--- config.mk ---
export PLATFORM = sky130hd
export DESIGN_NAME = systolic_array_core_flat
export DESIGN_NICKNAME = d
export VERILOG_FILES = /design/src/rtl/tpu_pkg.sv /design/src/rtl/systolic_array_core_if.sv /design/src/rtl/systolic_array_core_pe.sv /design/src/rtl/systolic_array_core.sv /design/src/flat_wrapper.sv
export SDC_FILE = /design/constraint.sdc
export NUM_CORES = 2
export LEC_CHECK = 0
export ABC_AREA = 0
export ABC_CLOCK_PERIOD_IN_PS = 8900
export CORE_MARGIN = 5
export CORE_UTILIZATION = 45
export CTS_CLUSTER_SIZE = 20
export DETAILED_ROUTE_END_ITERATION = 8
export PLACE_DENSITY = 0.62
export SETUP_SLACK_MARGIN = 0.5
export SYNTH_ARGS = -nofsm -noshare
export SYNTH_HDL_FRONTEND = slang
export SYNTH_SLANG_ARGS = --single-unit
--- constraint.sdc ---
create_clock -name clk -period 8.9 [get_ports clk]
set_input_delay 2.67 -clock clk [delete_from_list [all_inputs] [get_ports clk]]
set_output_delay 2.67 -clock clk [all_outputs]
set_load 0.005 [all_outputs]
--- src/rtl/tpu_pkg.sv ---
// Shared types, default widths and arithmetic helpers for the systolic matrix-multiply core.
package tpu_pkg;

  localparam int DEF_ROWS       = 4;
  localparam int DEF_COLS       = 4;
  localparam int DEF_DATA_WIDTH = 8;
  localparam int DEF_ACC_WIDTH  = 24;
  localparam int DEF_KLEN_WIDTH = 8;

  // Saturating adds are evaluated at this width; accumulators must be narrower.
  localparam int SAT_W = 64;

  typedef enum logic [1:0] {
    ST_IDLE  = 2'd0,
    ST_FEED  = 2'd1,
    ST_DRAIN = 2'd2,
    ST_DONE  = 2'd3
  } state_t;

  function automatic logic signed [SAT_W-1:0] sat_add(
    input logic signed [SAT_W-1:0] a,
    input logic signed [SAT_W-1:0] b,
    input int                      w
  );
    logic signed [SAT_W-1:0] sum;
    logic signed [SAT_W-1:0] hi;
    logic signed [SAT_W-1:0] lo;
    sum = a + b;
    hi  = (64'sd1 <<< (w - 1)) - 64'sd1;
    lo  = -(64'sd1 <<< (w - 1));
    if (sum > hi) return hi;
    if (sum < lo) return lo;
    return sum;
  endfunction

endpackage

--- src/rtl/systolic_array_core_if.sv ---
// Operand-stream, control and result bundle of the systolic core; master drives operands.
interface systolic_array_core_if
  import tpu_pkg::*;
#(
  parameter int ROWS       = DEF_ROWS,
  parameter int COLS       = DEF_COLS,
  parameter int DATA_WIDTH = DEF_DATA_WIDTH,
  parameter int ACC_WIDTH  = DEF_ACC_WIDTH,
  parameter int KLEN_WIDTH = DEF_KLEN_WIDTH
) ();

  logic                           start;
  logic [KLEN_WIDTH-1:0]          k_len;
  logic                           in_valid;
  logic                           in_ready;
  logic [ROWS*DATA_WIDTH-1:0]     a_in;
  logic [COLS*DATA_WIDTH-1:0]     b_in;
  logic                           busy;
  logic                           done;
  logic [ROWS*COLS*ACC_WIDTH-1:0] c_out;

  modport master (
    output start, k_len, in_valid, a_in, b_in,
    input  in_ready, busy, done, c_out
  );

  modport slave (
    input  start, k_len, in_valid, a_in, b_in,
    output in_ready, busy, done, c_out
  );

endinterface

--- src/rtl/systolic_array_core_pe.sv ---
// Multiply-accumulate processing element: forwards a right and b down, accumulates a*b.
// Build option SYSTOLIC_SATURATE_EN selects a clamping accumulator instead of wrap-around.
module pe_acc
  import tpu_pkg::*;
#(
  parameter int DATA_WIDTH = DEF_DATA_WIDTH,
  parameter int ACC_WIDTH  = DEF_ACC_WIDTH
) (
  input  logic                         clk,
  input  logic                         rst_n,
  input  logic                         clr,
  input  logic signed [DATA_WIDTH-1:0] a_in,
  input  logic signed [DATA_WIDTH-1:0] b_in,
  output logic signed [DATA_WIDTH-1:0] a_out,
  output logic signed [DATA_WIDTH-1:0] b_out,
  output logic signed [ACC_WIDTH-1:0]  c_out
);

  logic signed [2*DATA_WIDTH-1:0] prod;
  logic signed [ACC_WIDTH-1:0]    prod_ext;
  logic signed [ACC_WIDTH-1:0]    acc;
  logic signed [ACC_WIDTH-1:0]    acc_nxt;

  assign prod     = (2*DATA_WIDTH)'(a_in) * (2*DATA_WIDTH)'(b_in);
  assign prod_ext = ACC_WIDTH'(prod);

  always_comb begin
`ifdef SYSTOLIC_SATURATE_EN
    acc_nxt = ACC_WIDTH'(sat_add(SAT_W'(acc), SAT_W'(prod_ext), ACC_WIDTH));
`else
    acc_nxt = acc + prod_ext;
`endif
  end

  always_ff @(posedge clk or negedge rst_n) begin
    if (!rst_n) begin
      a_out <= '0;
      b_out <= '0;
      acc   <= '0;
    end else if (clr) begin
      a_out <= '0;
      b_out <= '0;
      acc   <= '0;
    end else begin
      a_out <= a_in;
      b_out <= b_in;
      acc   <= acc_nxt;
    end
  end

  assign c_out = acc;

endmodule

--- src/rtl/systolic_array_core.sv ---
// Output-stationary systolic matrix multiplier: sequencing FSM, input skew and PE grid.
// Build option SYSTOLIC_SATURATE_EN (in pe_acc) makes accumulators saturate.
//
//   state    | meaning
//   ST_IDLE  | waiting for start; results of the last run held
//   ST_FEED  | accepting k_len operand beats (in_ready=1)
//   ST_DRAIN | zeros flush the skewed wavefront for ROWS+COLS-1 cycles
//   ST_DONE  | one-cycle done pulse; a new start may be taken here
module systolic_array_core
  import tpu_pkg::*;
#(
  parameter int ROWS       = DEF_ROWS,
  parameter int COLS       = DEF_COLS,
  parameter int DATA_WIDTH = DEF_DATA_WIDTH,
  parameter int ACC_WIDTH  = DEF_ACC_WIDTH,
  parameter int KLEN_WIDTH = DEF_KLEN_WIDTH
) (
  input logic                  clk,
  input logic                  rst_n,
  systolic_array_core_if.slave bus
);

  localparam int                 DRAIN_W    = $clog2(ROWS + COLS);
  localparam logic [DRAIN_W-1:0] DRAIN_LAST = DRAIN_W'(ROWS + COLS - 2);

  state_t                state, state_nxt;
  logic [KLEN_WIDTH-1:0] k_len_q;
  logic [KLEN_WIDTH-1:0] beat_cnt;
  logic [DRAIN_W-1:0]    drain_cnt;
  logic                  start_acc;
  logic                  xfer;
  logic                  last_beat;
  logic                  in_ready_c;
  logic                  busy_c;
  logic                  done_c;

  assign start_acc = bus.start && ((state == ST_IDLE) || (state == ST_DONE));
  assign xfer      = bus.in_valid && (state == ST_FEED);
  assign last_beat = (beat_cnt == k_len_q - KLEN_WIDTH'(1));

  always_comb begin
    state_nxt  = state;
    in_ready_c = 1'b0;
    busy_c     = 1'b0;
    done_c     = 1'b0;
    case (state)
      ST_IDLE: begin
        if (start_acc) state_nxt = (bus.k_len == '0) ? ST_DONE : ST_FEED;
      end
      ST_FEED: begin
        in_ready_c = 1'b1;
        busy_c     = 1'b1;
        if (xfer && last_beat) state_nxt = ST_DRAIN;
      end
      ST_DRAIN: begin
        busy_c = 1'b1;
        if (drain_cnt == '0) state_nxt = ST_DONE;
      end
      ST_DONE: begin
        done_c    = 1'b1;
        state_nxt = ST_IDLE;
        if (start_acc) state_nxt = (bus.k_len == '0) ? ST_DONE : ST_FEED;
      end
      default: state_nxt = ST_IDLE;
    endcase
  end

  always_ff @(posedge clk or negedge rst_n) begin
    if (!rst_n) begin
      state     <= ST_IDLE;
      k_len_q   <= '0;
      beat_cnt  <= '0;
      drain_cnt <= '0;
    end else begin
      state <= state_nxt;
      if (start_acc) begin
        k_len_q  <= bus.k_len;
        beat_cnt <= '0;
      end else if (xfer) begin
        beat_cnt <= beat_cnt + KLEN_WIDTH'(1);
      end
      if ((state == ST_FEED) && (state_nxt == ST_DRAIN)) begin
        drain_cnt <= DRAIN_LAST;
      end else if ((state == ST_DRAIN) && (drain_cnt != '0)) begin
        drain_cnt <= drain_cnt - DRAIN_W'(1);
      end
    end
  end

  assign bus.in_ready = in_ready_c;
  assign bus.busy     = busy_c;
  assign bus.done     = done_c;

  // Non-transfer cycles feed zeros, so bubbles and drain never disturb the sums.
  logic signed [DATA_WIDTH-1:0] a_edge [ROWS];
  logic signed [DATA_WIDTH-1:0] b_edge [COLS];

  for (genvar r = 0; r < ROWS; r++) begin : g_a_skew
    logic signed [DATA_WIDTH-1:0] a_new;
    assign a_new = xfer ? $signed(bus.a_in[DATA_WIDTH*r +: DATA_WIDTH]) : '0;
    if (r == 0) begin : g_direct
      assign a_edge[r] = a_new;
    end else begin : g_dly
      logic signed [DATA_WIDTH-1:0] sr [r];
      always_ff @(posedge clk or negedge rst_n) begin
        if (!rst_n) begin
          for (int i = 0; i < r; i++) sr[i] <= '0;
        end else if (start_acc) begin
          for (int i = 0; i < r; i++) sr[i] <= '0;
        end else begin
          sr[0] <= a_new;
          for (int i = 1; i < r; i++) sr[i] <= sr[i-1];
        end
      end
      assign a_edge[r] = sr[r-1];
    end
  end

  for (genvar c = 0; c < COLS; c++) begin : g_b_skew
    logic signed [DATA_WIDTH-1:0] b_new;
    assign b_new = xfer ? $signed(bus.b_in[DATA_WIDTH*c +: DATA_WIDTH]) : '0;
    if (c == 0) begin : g_direct
      assign b_edge[c] = b_new;
    end else begin : g_dly
      logic signed [DATA_WIDTH-1:0] sr [c];
      always_ff @(posedge clk or negedge rst_n) begin
        if (!rst_n) begin
          for (int i = 0; i < c; i++) sr[i] <= '0;
        end else if (start_acc) begin
          for (int i = 0; i < c; i++) sr[i] <= '0;
        end else begin
          sr[0] <= b_new;
          for (int i = 1; i < c; i++) sr[i] <= sr[i-1];
        end
      end
      assign b_edge[c] = sr[c-1];
    end
  end

  logic signed [DATA_WIDTH-1:0] a_fwd [ROWS][COLS];
  logic signed [DATA_WIDTH-1:0] b_fwd [ROWS][COLS];
  logic signed [ACC_WIDTH-1:0]  acc   [ROWS][COLS];

  for (genvar r = 0; r < ROWS; r++) begin : g_row
    for (genvar c = 0; c < COLS; c++) begin : g_col
      logic signed [DATA_WIDTH-1:0] a_pe;
      logic signed [DATA_WIDTH-1:0] b_pe;
      if (c == 0) begin : g_a_edge
        assign a_pe = a_edge[r];
      end else begin : g_a_left
        assign a_pe = a_fwd[r][c-1];
      end
      if (r == 0) begin : g_b_edge
        assign b_pe = b_edge[c];
      end else begin : g_b_up
        assign b_pe = b_fwd[r-1][c];
      end
      pe_acc #(
        .DATA_WIDTH (DATA_WIDTH),
        .ACC_WIDTH  (ACC_WIDTH)
      ) u_pe (
        .clk   (clk),
        .rst_n (rst_n),
        .clr   (start_acc),
        .a_in  (a_pe),
        .b_in  (b_pe),
        .a_out (a_fwd[r][c]),
        .b_out (b_fwd[r][c]),
        .c_out (acc[r][c])
      );
    end
  end

  logic [ROWS*COLS*ACC_WIDTH-1:0] c_flat;

  always_comb begin
    c_flat = '0;
    for (int r = 0; r < ROWS; r++) begin
      for (int c = 0; c < COLS; c++) begin
        c_flat[ACC_WIDTH*(r*COLS+c) +: ACC_WIDTH] = acc[r][c];
      end
    end
  end

  assign bus.c_out = c_flat;

endmodule

--- src/flat_wrapper.sv ---
// flat-port wrapper written by rule: the top's interface ports become plain ports
module systolic_array_core_flat import tpu_pkg::*;
#(
  parameter int ROWS       = DEF_ROWS,
  parameter int COLS       = DEF_COLS,
  parameter int DATA_WIDTH = DEF_DATA_WIDTH,
  parameter int ACC_WIDTH  = DEF_ACC_WIDTH,
  parameter int KLEN_WIDTH = DEF_KLEN_WIDTH
)
  (clk, rst_n, bus_start, bus_k_len, bus_in_valid, bus_a_in, bus_b_in, bus_in_ready, bus_busy, bus_done, bus_c_out);
  systolic_array_core_if #(.ROWS(ROWS), .COLS(COLS), .DATA_WIDTH(DATA_WIDTH), .ACC_WIDTH(ACC_WIDTH), .KLEN_WIDTH(KLEN_WIDTH)) bus_i ();
  input logic clk;
  input logic rst_n;
  input wire logic [$bits(bus_i.start)-1:0] bus_start;
  input wire logic [$bits(bus_i.k_len)-1:0] bus_k_len;
  input wire logic [$bits(bus_i.in_valid)-1:0] bus_in_valid;
  input wire logic [$bits(bus_i.a_in)-1:0] bus_a_in;
  input wire logic [$bits(bus_i.b_in)-1:0] bus_b_in;
  output wire logic [$bits(bus_i.in_ready)-1:0] bus_in_ready;
  output wire logic [$bits(bus_i.busy)-1:0] bus_busy;
  output wire logic [$bits(bus_i.done)-1:0] bus_done;
  output wire logic [$bits(bus_i.c_out)-1:0] bus_c_out;
  assign bus_i.start = bus_start;
  assign bus_i.k_len = bus_k_len;
  assign bus_i.in_valid = bus_in_valid;
  assign bus_i.a_in = bus_a_in;
  assign bus_i.b_in = bus_b_in;
  assign bus_in_ready = bus_i.in_ready;
  assign bus_busy = bus_i.busy;
  assign bus_done = bus_i.done;
  assign bus_c_out = bus_i.c_out;
  systolic_array_core #(.ROWS(ROWS), .COLS(COLS), .DATA_WIDTH(DATA_WIDTH), .ACC_WIDTH(ACC_WIDTH), .KLEN_WIDTH(KLEN_WIDTH)) u_core (.clk(clk), .rst_n(rst_n), .bus(bus_i));
endmodule
Word-level counts from Yosys, hierarchy flattened --
Index checks and enable logic that the tools add are counted.
Storage, ports and cells: input bits 76, bits in registers 693, output and inout port bits 387
Cells by class: eq/ne operators 5, reduce and logical (&&, ||, !) cells 13, mux-type cells 67, $add $sub $neg 19, multiply operators 16
Operator list (number):
- 24-bit two-way mux | 18
- 24-bit by 16-bit adder with 24-bit output | 16
- 8-bit two-way mux | 36
- 8-bit by 8-bit multiplier with 16-bit output | 16
- 16-bit two-way mux | 2
- 2-bit two-way mux | 5
- 8-bit by 1-bit adder with 8-bit output, second input constant | 1
- 8-bit == test | 1
- 8-bit zero test | 1
- 2-bit case mux with 4 select lines | 1
- 8-bit by 1-bit subtractor with 8-bit output, second input constant | 1
- 2-bit == test, second input constant | 3
- 3-bit two-way mux | 2
- 1-bit logical AND | 5
- 2-bit nonzero test | 2
- 3-bit zero test | 1
- 1-bit two-way mux | 3
- 3-bit nonzero test | 1
- 3-bit by 1-bit subtractor with 3-bit output, second input constant | 1
- 2-bit by 1-bit == test with 1-bit output, second input constant | 1
- 2-bit zero test | 1
- 2-bit OR reduction | 1
- 1-bit logical OR | 1

Depth between registers and ports, before layout --
word-level depth 8, gate-level depth with buffers 26, gate-level depth less buffers 24

By module --
Synthesis repeated with hierarchy kept, for this count alone.
Second synthesis, totals: cell total of the unflattened synthesis 8671, area total of the unflattened synthesis 92022.0 um2
Modules (own cells, without submodules):
- pe_acc (u_core.g_row[1].g_col[0].u_pe ...) | cells an instance 521, area each 5496.5 um2, instances 9, sequential area each 1001.0 um2
- pe_acc (u_core.g_row[0].g_col[1].u_pe ...) | cells an instance 518, area each 5464.0 um2, instances 3, sequential area each 1001.0 um2
- pe_acc (u_core.g_row[0].g_col[0].u_pe) | cells an instance 513, area each 5462.7 um2, instances 1, sequential area each 1001.0 um2
- pe_acc (u_core.g_row[3].g_col[1].u_pe) | cells an instance 509, area each 5416.4 um2, instances 1, sequential area each 1001.0 um2
- pe_acc (u_core.g_row[3].g_col[2].u_pe) | cells an instance 514, area each 5393.9 um2, instances 1, sequential area each 1001.0 um2
- pe_acc (u_core.g_row[3].g_col[3].u_pe) | cells an instance 516, area each 5392.7 um2, instances 1, sequential area each 1001.0 um2
- systolic_array_core | cells an instance 376, area each 4495.6 um2, instances 1, sequential area each 2927.8 um2

Worst setup path after synthesis --
No wires, ideal clock.
path type input to register, start point input port bus_in_valid, end point register u_core.g_row[0].g_col[0].u_pe.acc[23], arrival 8.686 ns, path buffers 1, path slack 0.082 ns, stages 22, cell sequence and3_1 -> clkbuf_1 -> and2_1 -> inv_1 -> fa_1 -> inv_1 -> fa_1 -> fa_1 -> fa_1 -> inv_1 -> fa_1 -> inv_1 -> ha_1 -> o21ai_0 -> nor2_1 -> or3_1 -> a221o_2 -> or4b_4 -> a311oi_4 -> o21ai_2 -> xnor2_1 -> nor2_1
Between the ends: word-level cells in the longest chain between the ends 5, elaborated cells between the ends (all ways) 6, those cells by class add/sub (1); mul (1); mux (3); reduce/logical (1)
Ends and longest elaborated chain:
- from (decl) | line flat_wrapper.sv:16 | input wire logic [$bits(bus_i.in_valid)-1:0] bus_in_valid;
- 1-bit logical AND (*) | line systolic_array_core.sv:38 | assign xfer = bus.in_valid && (state == ST_FEED);
- 8-bit two-way mux, on equally long branches | line systolic_array_core.sv:100, systolic_array_core.sv:121
- 8-bit by 8-bit multiplier with 16-bit output (*) | line systolic_array_core_pe.sv:24 | assign prod = (2*DATA_WIDTH)'(a_in) * (2*DATA_WIDTH)'(b_in);
- 24-bit by 16-bit adder with 24-bit output (*) | line systolic_array_core_pe.sv:31 | acc_nxt = acc + prod_ext;
- 24-bit two-way mux (*) | line systolic_array_core_pe.sv:40 | end else if (clr) begin
- to (signal assigned) | line systolic_array_core_pe.sv:47 | acc <= acc_nxt;
- to (decl) | line systolic_array_core_pe.sv:21 | logic signed [ACC_WIDTH-1:0] acc;
Mark *: on every way between the ends. The rest lies on a longest branch, timed or not. A chain may end at the register's enable or synchronous reset.

Worst setup path in the final report --
Ends and elaborated chain as after synthesis.

==> impl_metrics.env <==
export IMPL_status="completed"
export IMPL_viasPerCell=4.92
export IMPL_use_met1_pct=30.0
export IMPL_report_final_hold_viol_count=0
export IMPL_crit_family="adder cells"
export IMPL_fin_tns_setup_ns=0
export IMPL_critPathLaunchType="input pin"
export IMPL_gp_congestion=0.893
export IMPL_final_cells=12392
export IMPL_drt_total_wl_um=230000
export IMPL_hp_class="reg2reg"
export IMPL_die_area_sq_um=211000
export IMPL_avgSynthCellArea_sq_um=9.90
export IMPL_grt_overflow=0
export IMPL_cp_slowest_cell="clkdlybuf4s50_1"
export IMPL_synth_area_leaders="fa_1 (37%), dfrtp_1 (19%), ha_1 (12%)"
export IMPL_endpoint_kind="register"
export IMPL_cts_htree_levels=3
export IMPL_boundaryPins=463
export IMPL_num_rows=165
export IMPL_netlist_instances=9192
export IMPL_grt_busiest_layer="met2"
export IMPL_grt_pass1_vias=67901
export IMPL_coreArea_sq_um=202000
export IMPL_grt_max_degree=165
export IMPL_use_met3_pct=3.40
export IMPL_grtUsageMet2_pct=39.1
export IMPL_drive_gt1_share_pct=2.78
export IMPL_seq_area_frac_synth_pct=19.1
export IMPL_synth_top_cell_by_area="fa_1"
export IMPL_start_util_pct=45.1
export IMPL_cts_reportedPaths_clkPinSlew_ns=0.06
export IMPL_die_y_um=460
export IMPL_post_drt_wl_per_cell_um=18.6
export IMPL_yosysWarnings=0
export IMPL_setup_viol=0
export IMPL_finalClockSkew_ns=0.0265
export IMPL_p_leak_nw=55.3
export IMPL_grt_pass1_wl_um=378000
export IMPL_ir_drop_mv=0.178
export IMPL_place_inst=12218
export IMPL_synth_edf_count=0
export IMPL_vias=60980
export IMPL_syn_nets=11804
export IMPL_drc_errors=0
export IMPL_cp_arrival_ns=8.71
export IMPL_nNetsFinal=12254
export IMPL_multi_input_area_sq_um=63700
export IMPL_cts_buffer_depth=3
export IMPL_period_share_pct=91.3
export IMPL_numCtsBuffers=94
export IMPL_cts_sinks=693
export IMPL_grtUsageTotal_pct=22.6
export IMPL_dr_first_iter_drc_count=2892
export IMPL_regArea_sq_um=17300
export IMPL_period_minus_slack_ns=8.12
export IMPL_cts_tree="yes"
export IMPL_crit_type="in2reg"
export IMPL_place_hpwl_um=189000
export IMPL_cp_required_ns=9.48
export IMPL_synth_ff_type="dfrtp_1"
export IMPL_syn2layout_area_growth_pct=12.3
export IMPL_worstPathMaxFanout=7
export IMPL_drv_slew=0
export IMPL_syn_area_sq_um=91000
export IMPL_cts_root_buf="clkbuf_16"
export IMPL_async_reset_ff_share_pct=100
export IMPL_ys_types=71
export IMPL_rsz0062_at_grt="false"
export IMPL_fill_cells=18435
export IMPL_ys_ff_latch=693
export IMPL_insertion_delay_ns=0.73
export IMPL_port_buffers=462
export IMPL_power_w=0.0133
export IMPL_path_cells="clkdlybuf4s50_1 > and2_4 > nand2_1 > or2_2 > fa_1 > fa_1 > inv_1 > fa_1 > fa_1 > inv_1 > fa_1 > inv_1 > ha_1 > o21ai_0 > nor2_1 > or3_1 > a221o_2 > or4b_4 > a311oi_4 > o21ai_2 > xnor2_1 > nor2_1"
export IMPL_p_per_area_nw_per_um2=130
export IMPL_grt_antenna_before_repair=8
export IMPL_slew_headroom_pct=21.9
export IMPL_crit_top_cell="fa_1"
export IMPL_worstMarginPinSlew_ns=1.17
export IMPL_die_width_um=460
export IMPL_worst_path_buf_inv=4
export IMPL_drtPass1Iterations=5
export IMPL_synth_top_area_share_pct=36.6
export IMPL_cpPeakStageDelay_ns=0.53
export IMPL_timing_fmax_ghz=0.123
export IMPL_max_cap_viol_count=0
export IMPL_final_util_pct=50.7
export IMPL_detail_route_antenna_nets=0
-- cells in the mapped netlist, drive strengths merged (117+ instances only) --
| master | count |
|---|---|
| o21ai | 167 |
| nor2 | 361 |
| dfrtp | 693 |
| nand2 | 506 |
| and2 | 811 |
| nor2b | 133 |
| clkbuf | 156 |
| fa | 1664 |
| xnor2 | 224 |
| ha | 872 |
| xor2 | 117 |
| inv | 2488 |
| a21oi | 169 |
-- registers in the layout (all words and copies together) (netlist names) --
name / flops
u_core.g_row.g_col.u_pe.a_out: 96
u_core.g_row.g_col.u_pe.c_out: 384
u_core.g_a_skew.g_dly.sr: 32
u_core.state: 2
u_core.g_row.g_col.u_pe.b_out: 96
u_core.g_row.g_col.a_pe: 16
u_core.g_row.g_col.b_pe: 16
u_core.drain_cnt: 3
u_core.g_b_skew.g_dly.sr: 32
u_core.k_len_q: 8
u_core.beat_cnt: 8
-- area by class of cell --
cell class,count,area share [%]
multi-input cells,5846,62.4
repair buffers,519,5.07
clock inverters,55,0.677
flip-flops and latches,693,17.0
diodes,3,0.00735
clock buffers,116,2.51
inverters,2488,9.14
well taps,2672,3.27
-- through the flow --
step                instance area (sq um)  hold slack (ns)  setup WS (ns)
floorplan                           91000            0.428          0.512
global placement                    98900            0.431         0.0495
detailed placement                  98900            0.433         0.0503
CTS                                102000            0.440          0.837
global route                       102000            0.451          0.568
finish                             102000            0.440          0.777
-- where the power goes --
part	switching (W)	internal [W]	total, W	leakage, nW
registers	0.000548	0.00355	0.00410	9.58
logic	0.00294	0.00219	0.00513	44.1
clock network	0.00162	0.00245	0.00408	1.59
total	0.00511	0.00819	0.0133	55.3
-- repair_timing --
action,4_1_cts,5_1_grt
gates resized for setup,0,1
buffers inserted,0,0
hold buffers,0,0
endpoints found under the setup margin,0,1
-- cell families after synthesis --
| group | count (synthesis) | share of synthesized area [%] |
|---|---|---|
| AO/OA/AOI/OAI | 693 | 4.91 |
| XOR/XNOR | 341 | 3.28 |
| adder cells (fa/ha/maj) | 2536 | 48.6 |
| buffers and inverters | 2653 | 10.9 |
| flip-flops | 693 | 19.1 |
| multiplexers | 20 | 0.241 |
| AND/OR/NAND/NOR | 2256 | 13.0 |
-- worst paths after layout --
| check | slack (ns) | depth (start not counted) | from | endpoint |
|---|---|---|---|---|
| setup / recovery | 0.78 | 22 | bus_in_valid | u_core.g_row[0].g_col[0].u_pe.c_out[23] |
| hold / removal | 0.44 | 1 | u_core.g_a_skew[3].g_dly.sr[18] | u_core.g_a_skew[3].g_dly.sr[10] |
| setup reg to reg | 2.09 | 19 | u_core.g_b_skew[1].g_dly.sr[0] | u_core.g_row[0].g_col[1].u_pe.c_out[23] |
| hold reg to reg | 0.44 | 1 | u_core.g_a_skew[3].g_dly.sr[18] | u_core.g_a_skew[3].g_dly.sr[10] |
| max in group asynchronous | 5.48 | 2 | rst_n | u_core.g_row[0].g_col[2].u_pe.c_out[20] |
| min in group asynchronous | 1.97 | 1 | rst_n | u_core.g_row[3].g_col[0].u_pe.c_out[23] |
-- routing by layer --
layer | up-vias | part of all wire, %
met5 | - | 0.021
met2 | 1140 | 50
met1 | 31216 | 43
met4 | 8 | 2.8
met3 | 260 | 4.5
li1 | 28356 | -
-- cells in the final DEF (no fill, tap or decap), types with 11 or more instances in the layout --
master	Yosys	routed
clkbuf_16	0	95
xor2_1	117	117
clkdlybuf4s50_1	0	461
clkinv_2	0	21
inv_1	2488	2488
and3_1	113	113
ha_1	872	872
or3_1	27	27
buf_4	0	47
a21o_1	80	80
a31oi_1	32	32
nand4_1	19	19
xnor2_1	224	224
dfrtp_1	693	693
o21bai_1	23	23
bufinv_16	0	14
a211oi_1	55	55
clkbuf_8	0	11
and2_1	810	808
o31ai_1	13	13
or2_2	15	15
nand2_1	506	506
o21ai_0	164	163
a21oi_1	169	169
a211o_1	14	14
nor2b_1	133	132
nor4_1	16	16
nand3_1	57	57
nor3_1	108	108
o21a_1	41	41
fa_1	1664	1664
o211ai_1	17	17
nor2_1	361	361
mux2_2	15	15
nand2b_1	52	51
Power figures use the tool's default switching activity.
